**config.mk**
```make
export PLATFORM = sky130hd
export DESIGN_NAME = s84_diag
export DESIGN_NICKNAME = d
export VERILOG_FILES = /design/src/rtl/s84_diag.sv
export SDC_FILE = /design/constraint.sdc
export NUM_CORES = 1
export LEC_CHECK = 0
export CORE_ASPECT_RATIO = 0.6
export CORE_MARGIN = 8
export CORE_UTILIZATION = 50
export DETAILED_ROUTE_END_ITERATION = 10
export PLACE_DENSITY = 0.68
export SLEW_MARGIN = 15
export SYNTH_ARGS = -nofsm -noshare
export SYNTH_HDL_FRONTEND = slang
export SYNTH_SLANG_ARGS = --single-unit
```
**constraint.sdc**
```tcl
create_clock -name clk -period 15.9 [get_ports clk]
set_input_delay 1.59 -clock clk [delete_from_list [all_inputs] [get_ports clk]]
set_output_delay 1.59 -clock clk [all_outputs]
set_load 0.02 [all_outputs]
```
**src/rtl/s84_diag.sv**
```systemverilog
// s84 square-mod fault diagnosis: golden check, then 24-candidate scan.
// Optional S84_DIAG_EARLY_EXIT_EN: leave SCAN on the cycle after the first match.
module s84_diag (
  input  logic       clk,
  input  logic       rst_n,
  input  logic       start,
  input  logic [7:0] a,
  input  logic [3:0] b,
  input  logic [7:0] y_obs,
  output logic       busy,
  output logic       done,
  output logic       fault_free,
  output logic       match_found,
  output logic [2:0] f_loc_out,
  output logic [1:0] f_type_out,
  output logic [4:0] match_count
);

  typedef enum logic [1:0] {
    IDLE  = 2'd0,
    CHECK = 2'd1,
    SCAN  = 2'd2,
    DONE  = 2'd3
  } st_t;

  st_t        st;
  st_t        nx;
  logic [7:0] ra;
  logic [3:0] rb;
  logic [7:0] ry;
  logic [4:0] idx;
  logic [7:0] c;
  logic [7:0] cm;
  logic [2:0] loc;
  logic [1:0] typ;
  logic [7:0] golden;
  logic [7:0] cand;
  logic       gok;
  logic       hit;
  logic       last;

  function automatic logic [7:0] smod(
    input logic [7:0] x,
    input logic [7:0] m
  );
    return (m == 8'd0) ? x : (x % m);
  endfunction

  assign c      = {4'd0, rb} * {4'd0, rb};
  assign loc    = idx[2:0];
  assign typ    = idx[4:3] + 2'd1;
  assign golden = smod(c, ra);
  assign cand   = smod(cm, ra);
  assign gok    = (golden == ry);
  assign hit    = (cand == ry);
  assign last   = (idx == 5'd23);
  assign busy   = (st != IDLE);
  assign done   = (st == DONE);

  // inject the current candidate fault into c
  always_comb begin
    cm = c;
    unique case (1'b1)
      (typ == 2'd1): cm[loc] = 1'b0;
      (typ == 2'd2): cm[loc] = 1'b1;
      default:       cm[loc] = ~c[loc];
    endcase
  end

  // state register
  always_ff @(posedge clk or negedge rst_n) begin
    if (!rst_n) st <= IDLE;
    else        st <= nx;
  end

  // next-state logic
  always_comb begin
    nx = st;
    unique case (st)
      IDLE:  if (start) nx = CHECK;
      CHECK: nx = gok ? DONE : SCAN;
      SCAN: begin
`ifdef S84_DIAG_EARLY_EXIT_EN
        if (hit || last) nx = DONE;
`else
        if (last) nx = DONE;
`endif
      end
      DONE:  nx = IDLE;
      default: nx = IDLE;
    endcase
  end

  // operand latch, scan index and result accumulation
  always_ff @(posedge clk or negedge rst_n) begin
    if (!rst_n) begin
      ra          <= '0;
      rb          <= '0;
      ry          <= '0;
      idx         <= '0;
      fault_free  <= 1'b0;
      match_found <= 1'b0;
      f_loc_out   <= '0;
      f_type_out  <= '0;
      match_count <= '0;
    end else begin
      unique case (st)
        IDLE: begin
          if (start) begin
            ra          <= a;
            rb          <= b;
            ry          <= y_obs;
            idx         <= '0;
            fault_free  <= 1'b0;
            match_found <= 1'b0;
            f_loc_out   <= '0;
            f_type_out  <= '0;
            match_count <= '0;
          end
        end
        CHECK: begin
          if (gok) fault_free <= 1'b1;
        end
        SCAN: begin
          idx <= idx + 5'd1;
          if (hit) begin
            match_count <= match_count + 5'd1;
            if (!match_found) begin
              match_found <= 1'b1;
              f_loc_out   <= loc;
              f_type_out  <= typ;
            end
          end
        end
        default: ;
      endcase
    end
  end

endmodule

```
# Word level (Yosys, flattened, before mapping)
# Cells that the tools add are included.
# word_totals
elab_cells	76
in_bits	23
reg_bits	39
output_inout_bits	14
# op_classes
n_reduce_logical	12
mul	1
div	2
add_sub_neg	3
eq_ne	13
mux	29
order_cmp	2
n_bitwise	4
# op_table
operator	n
5-bit case mux with 2 select lines	2
8-bit equality test	2
8-bit by 8-bit remainder unit with 8-bit output	2
8-bit 2-to-1 mux	2
8-bit case mux with 2 select lines	1
5-bit by 1-bit adder with 5-bit output (second input constant)	2
2-bit 2-to-1 mux	5
5-bit 2-to-1 mux	2
2-bit inequality test (second input constant)	5
3-bit 2-to-1 mux	3
8-bit AND	1
8-bit bitwise mux	1
8-bit logical NOT	1
4-bit by 4-bit multiplier with 8-bit output	1
8-bit inverter	1
8-bit bitwise OR	1
2-bit case mux with 4 select lines	1
2-bit equality test (second input constant)	3
1-bit 2-to-1 mux	6
3-bit case mux with 2 select lines	1
2-bit AND reduction	3
3-bit AND reduction	2
2-bit nonzero test	3
5-bit equality test (second input constant)	1
other kinds (12)	14

# Depth between registers and ports, before layout
# logic_depth
ltp_word	12
mapped_depth	68
ltp_nobuf	64

# Worst setup path after synthesis
# Ideal clock, no wire load.
# synth_timing
kind	reg2reg
start	register rb[0]
end	register match_count[4]
path_slack_ns	2.508
n_path_buf	4
arrival_time_ns	13.271
period_less_slack_ns	13.392
setup_time_ns	0.120
stages_incl_launch_ff	62
path_cell_list	dfrtp_1 > clkbuf_1 > and2_1 > ha_1 > a41oi_1 > xor2_1 > nand2_1 > a31oi_1 > a21oi_1 > inv_1 > ha_1 > a22oi_1 > ha_1 > o21a_1 > nor2_1 > a21o_1 > and2_0 > a22o_1 > (+26 left out) > ha_1 > and3_1 > a31oi_1 > clkbuf_1 > nand2_1 > o221a_2 > ha_1 > o21a_1 > o211ai_1 > a31o_2 > nand3_1 > o221ai_1 > o221a_2 > nand4_1 > a2111oi_4 > nand3_4 > or4_1 > o211a_1
# synth_between
elab_chain_cells	11
word_cells_on_any_way	13
# synth_lines
element	line	source
start, declared	29	logic [3:0] rb;
start signal, assigned	98	rb <= '0;
start signal, assigned	111	rb <= b;
4-bit by 4-bit multiplier with 8-bit output (*)	49	assign c = {4'd0, rb} * {4'd0, rb};
1-bit binary-select mux with 3-bit select	66	default: cm[loc] = ~c[loc];
1-bit 2-to-1 mux (implied by the code)	66	
1-bit inverter	66	
8-bit bitwise mux	66	
8-bit case mux with 2 select lines (*)	63	unique case (1'b1)
8-bit by 8-bit remainder unit with 8-bit output	46	return (m == 8'd0) ? x : (x % m);
8-bit 2-to-1 mux (*)	46	
8-bit equality test (*)	55	assign hit = (cand == ry);
2-bit inequality test (no line) (*)	-	
3-bit AND reduction (no line) (*)	-	
end signal, assigned	127	match_count <= match_count + 5'd1;
end, declared	16	output logic [4:0] match_count
# Every way passes the cells marked *; elsewhere a longest branch is shown, timed or not. The select of a mux whose other input is x is not followed.
# A chain may end at the register's enable or synchronous reset.

# Worst setup path after layout
# layout_timing
start	register rb[2]
end	register match_count[4]
# Same word-level chain as after synthesis.

==> impl_metrics.tcl <==
set metrics [dict create \
    hp-class "reg -> reg" \
    cts-root-buf "clkbuf_16" \
    worstPathArrival_ns 14.95 \
    rows 33 \
    dp_hpwl_um 17500 \
    synth_seq_cells 39 \
    postSynthAreaPerCell_um2 7.89 \
    r2r_end "match_count[4]$_DFFE_PN0P_" \
    critPathLaunchType "register" \
    core_area_mm2 0.0137 \
    clk_pin_slew_ns 0.07 \
    vias_per_cell 6.39 \
    cp_slowest_stage_delay_ns 0.54 \
    hold_start "f_type_out[1]$_DFFE_PN0P_" \
    relSlewSlack 0.291 \
    placed_cell_area_mm2 0.00757 \
    cts.htree.levels 2 \
    grt_pass1_wl_um 36700 \
    fp.dieW_um 169 \
    fmaxAchievable_mhz 67.8 \
    die_h_um 108 \
    cts_buffers 5 \
    ys.flop_type "dfrtp_1" \
    fin_skew_ns 0.00874 \
    yosysUniqueCellTypes 90 \
    setup_viol 0 \
    worstSkewPairLatency_ns 0.30 \
    antenna_found_initial 0 \
    nNetsFinal 1029 \
    fin_area_mm2 0.00780 \
    synth_area_mm2 0.00706 \
    yosys_warnings 0 \
    cp_common_cell "ha_1" \
    place_congestion 0.989 \
    syn_nets 1009 \
    antenna_left 0 \
    antenna-diode-count 0 \
    synth_seq_area_share 0.138 \
    vias 7085 \
    rr_startpoint "rb[2]$_DFFE_PN0P_" \
    r2r_slack_ns 1.15 \
    hold_end "f_type_out[1]$_DFFE_PN0P_" \
    io_pins 37 \
    finalCritPeriodShare 0.928 \
    drtIter0Drc 791 \
    syn_inst 895 \
    cts_tree "done" \
    drive_gt1_frac 0.0884 \
    required_ns 16.09 \
    hold_viol_final 0 \
    max_cap_viol_count 0 \
    hold-path-cell-count 2 \
    routed_wl_um 22500 \
    clock_sinks 39 \
    dr.pass1.iters 5 \
    grtUsageTotal 0.248 \
    ff2ff_path_depth 61 \
    maxSlewViolCount 0 \
    grt_pass1_vias 6579 \
    numPortBuffers 36 \
    area_delta_synth_final_pct 10.5 \
    synth-edff-count 0 \
    worst-path-max-fanout 12 \
    grt.overflow.total 0 \
    crit_type "reg -> reg" \
    drc 0 \
    critPathSlowestCell "or4_1" \
    wl_per_cell_um 20.3 \
    period_minus_slack_ns 14.75 \
    tightest_slew_ns 1.06 \
    outcome "completed" \
    cts_buffer_depth 2 \
    dieArea_mm2 0.0183 \
    end_kind "register" \
    initial_utilization 0.515 \
    synth-async-reset-ratio 1.00 \
    grt_max_degree 40 \
]
==> flip-flops by register name, indices dropped and copies added, names as in the netlist <==
| signal | cells |
|---|---|
| ra | 8 |
| st | 2 |
| rb | 4 |
| ry | 8 |
| match_found | 1 |
| match_count | 5 |
| fault_free | 1 |
| idx | 5 |
| f_type_out | 2 |
| f_loc_out | 3 |
==> layout by cell type (no fill, tap or decap), drive strengths merged, types with 10 or more instances in the layout <==
cell            n
ha             88
nor2           86
nand2          57
o21ai          53
inv            51
a21oi          46
dfrtp          39
xnor2          38
clkdlybuf4s50  35
o21a           29
nor3           29
mux2           29
mux2i          25
nand3          25
xor2           20
and2           15
nor2b          13
or3            13
a21o           12
o211ai         12
nand4          10
==> Yosys cell counts, types with 6 or more instances <==
library cell	instances	area share
a21o_1	12	0.013
a21oi_1	46	0.033
a221oi_1	6	0.0074
a22oi_1	7	0.0074
a31oi_1	9	0.0080
and2_1	13	0.012
and3_1	7	0.0062
clkbuf_1	24	0.013
dfrtp_1	39	0.14
ha_1	88	0.16
inv_1	48	0.026
mux2_2	27	0.043
mux2i_1	25	0.035
nand2_1	57	0.030
nand2b_1	9	0.0080
nand3_1	24	0.017
nand4_1	10	0.0089
nor2_1	86	0.046
nor2b_1	13	0.012
nor3_1	28	0.020
nor4_1	7	0.0062
o211ai_1	12	0.013
o21a_1	29	0.031
o21ai_0	50	0.035
o22ai_1	9	0.0080
o31ai_1	8	0.0085
or2_2	7	0.0062
or3_1	12	0.011
xnor2_1	38	0.047
xor2_1	20	0.025
==> cell families (layout without fill, tap and decap cells) <==
kind of cell | Yosys count | after routing | synth area share
adders and majority gates | 91 | 91 | 0.165
DFF | 39 | 39 | 0.138
xor gates and xnor gates | 58 | 58 | 0.0720
and+or+nand+nor | 303 | 303 | 0.222
AOI/OAI and AO/OA | 269 | 269 | 0.275
muxes | 54 | 54 | 0.0823
buffers and inverters | 81 | 102 | 0.0454
==> what timing repair did <==
item	4_1_cts	5_1_grt
buffers inserted	0	2
endpoints found under the setup margin	0	13
hold buffers	0	0
gates resized for setup	0	10
==> worst max path at each step <==
stage	from	endpoint	slack (ns)
2_1_floorplan	rb[0]$_DFFE_PN0P_	match_count[4]$_DFFE_PN0P_	2.51
3_3_place_gp	rb[0]$_DFFE_PN0P_	match_count[4]$_DFFE_PN0P_	0.89
3_5_place_dp	rb[0]$_DFFE_PN0P_	match_count[4]$_DFFE_PN0P_	0.60
4_1_cts	rb[0]$_DFFE_PN0P_	match_count[4]$_DFFE_PN0P_	0.54
5_1_grt	rb[1]$_DFFE_PN0P_	st[0]$_DFFE_PN0P_	-0.001
6_report	rb[2]$_DFFE_PN0P_	match_count[4]$_DFFE_PN0P_	1.15
==> worst max-delay path, delay by kind of cell, from the launching register on <==
| family | cells | cell delay [ns] |
|---|---|---|
| AOI/OAI and AO/OA | 33 | 7.66 |
| adders and majority gates | 9 | 2.87 |
| buffers and inverters | 3 | 0.34 |
| DFF | 1 | 0.46 |
| and+or+nand+nor | 16 | 3.28 |
==> layout make-up <==
type                            instances  area, um2
Clock buffer                            5        125
Clock inverter                          3       46.3
Fill cell                            1288       5910
Inverter                               50        188
Multi-Input combinational cell        775       5810
Sequential cell                        39        976
Tap cell                              192        240
Timing Repair Buffer                   44        415
==> layer usage <==
layer,vias to the layer above,global-route usage,part of all wire
li1,3414,-,-
met1,3322,0.378,0.50
met2,321,0.344,0.39
met3,28,0.0571,0.10
met4,0,0.0490,0.013
met5,-,0,0
==> metrics by stage <==
stage	setup slack, ns	util	setup TNS (ns)	hold WS (ns)	std cells
floorplan	2.51	-	0	0.496	895
global placement	0.890	0.552	0	0.501	1098
detailed placement	0.603	0.552	0	0.502	1098
CTS	0.539	0.564	0	0.520	1106
global route	-0.00141	0.569	-0.00141	0.553	1108
finish	1.15	0.569	0	0.516	1108
Power is not shown: default switching activity piles up to over one toggle a cycle in this logic, so the estimate is an artifact.
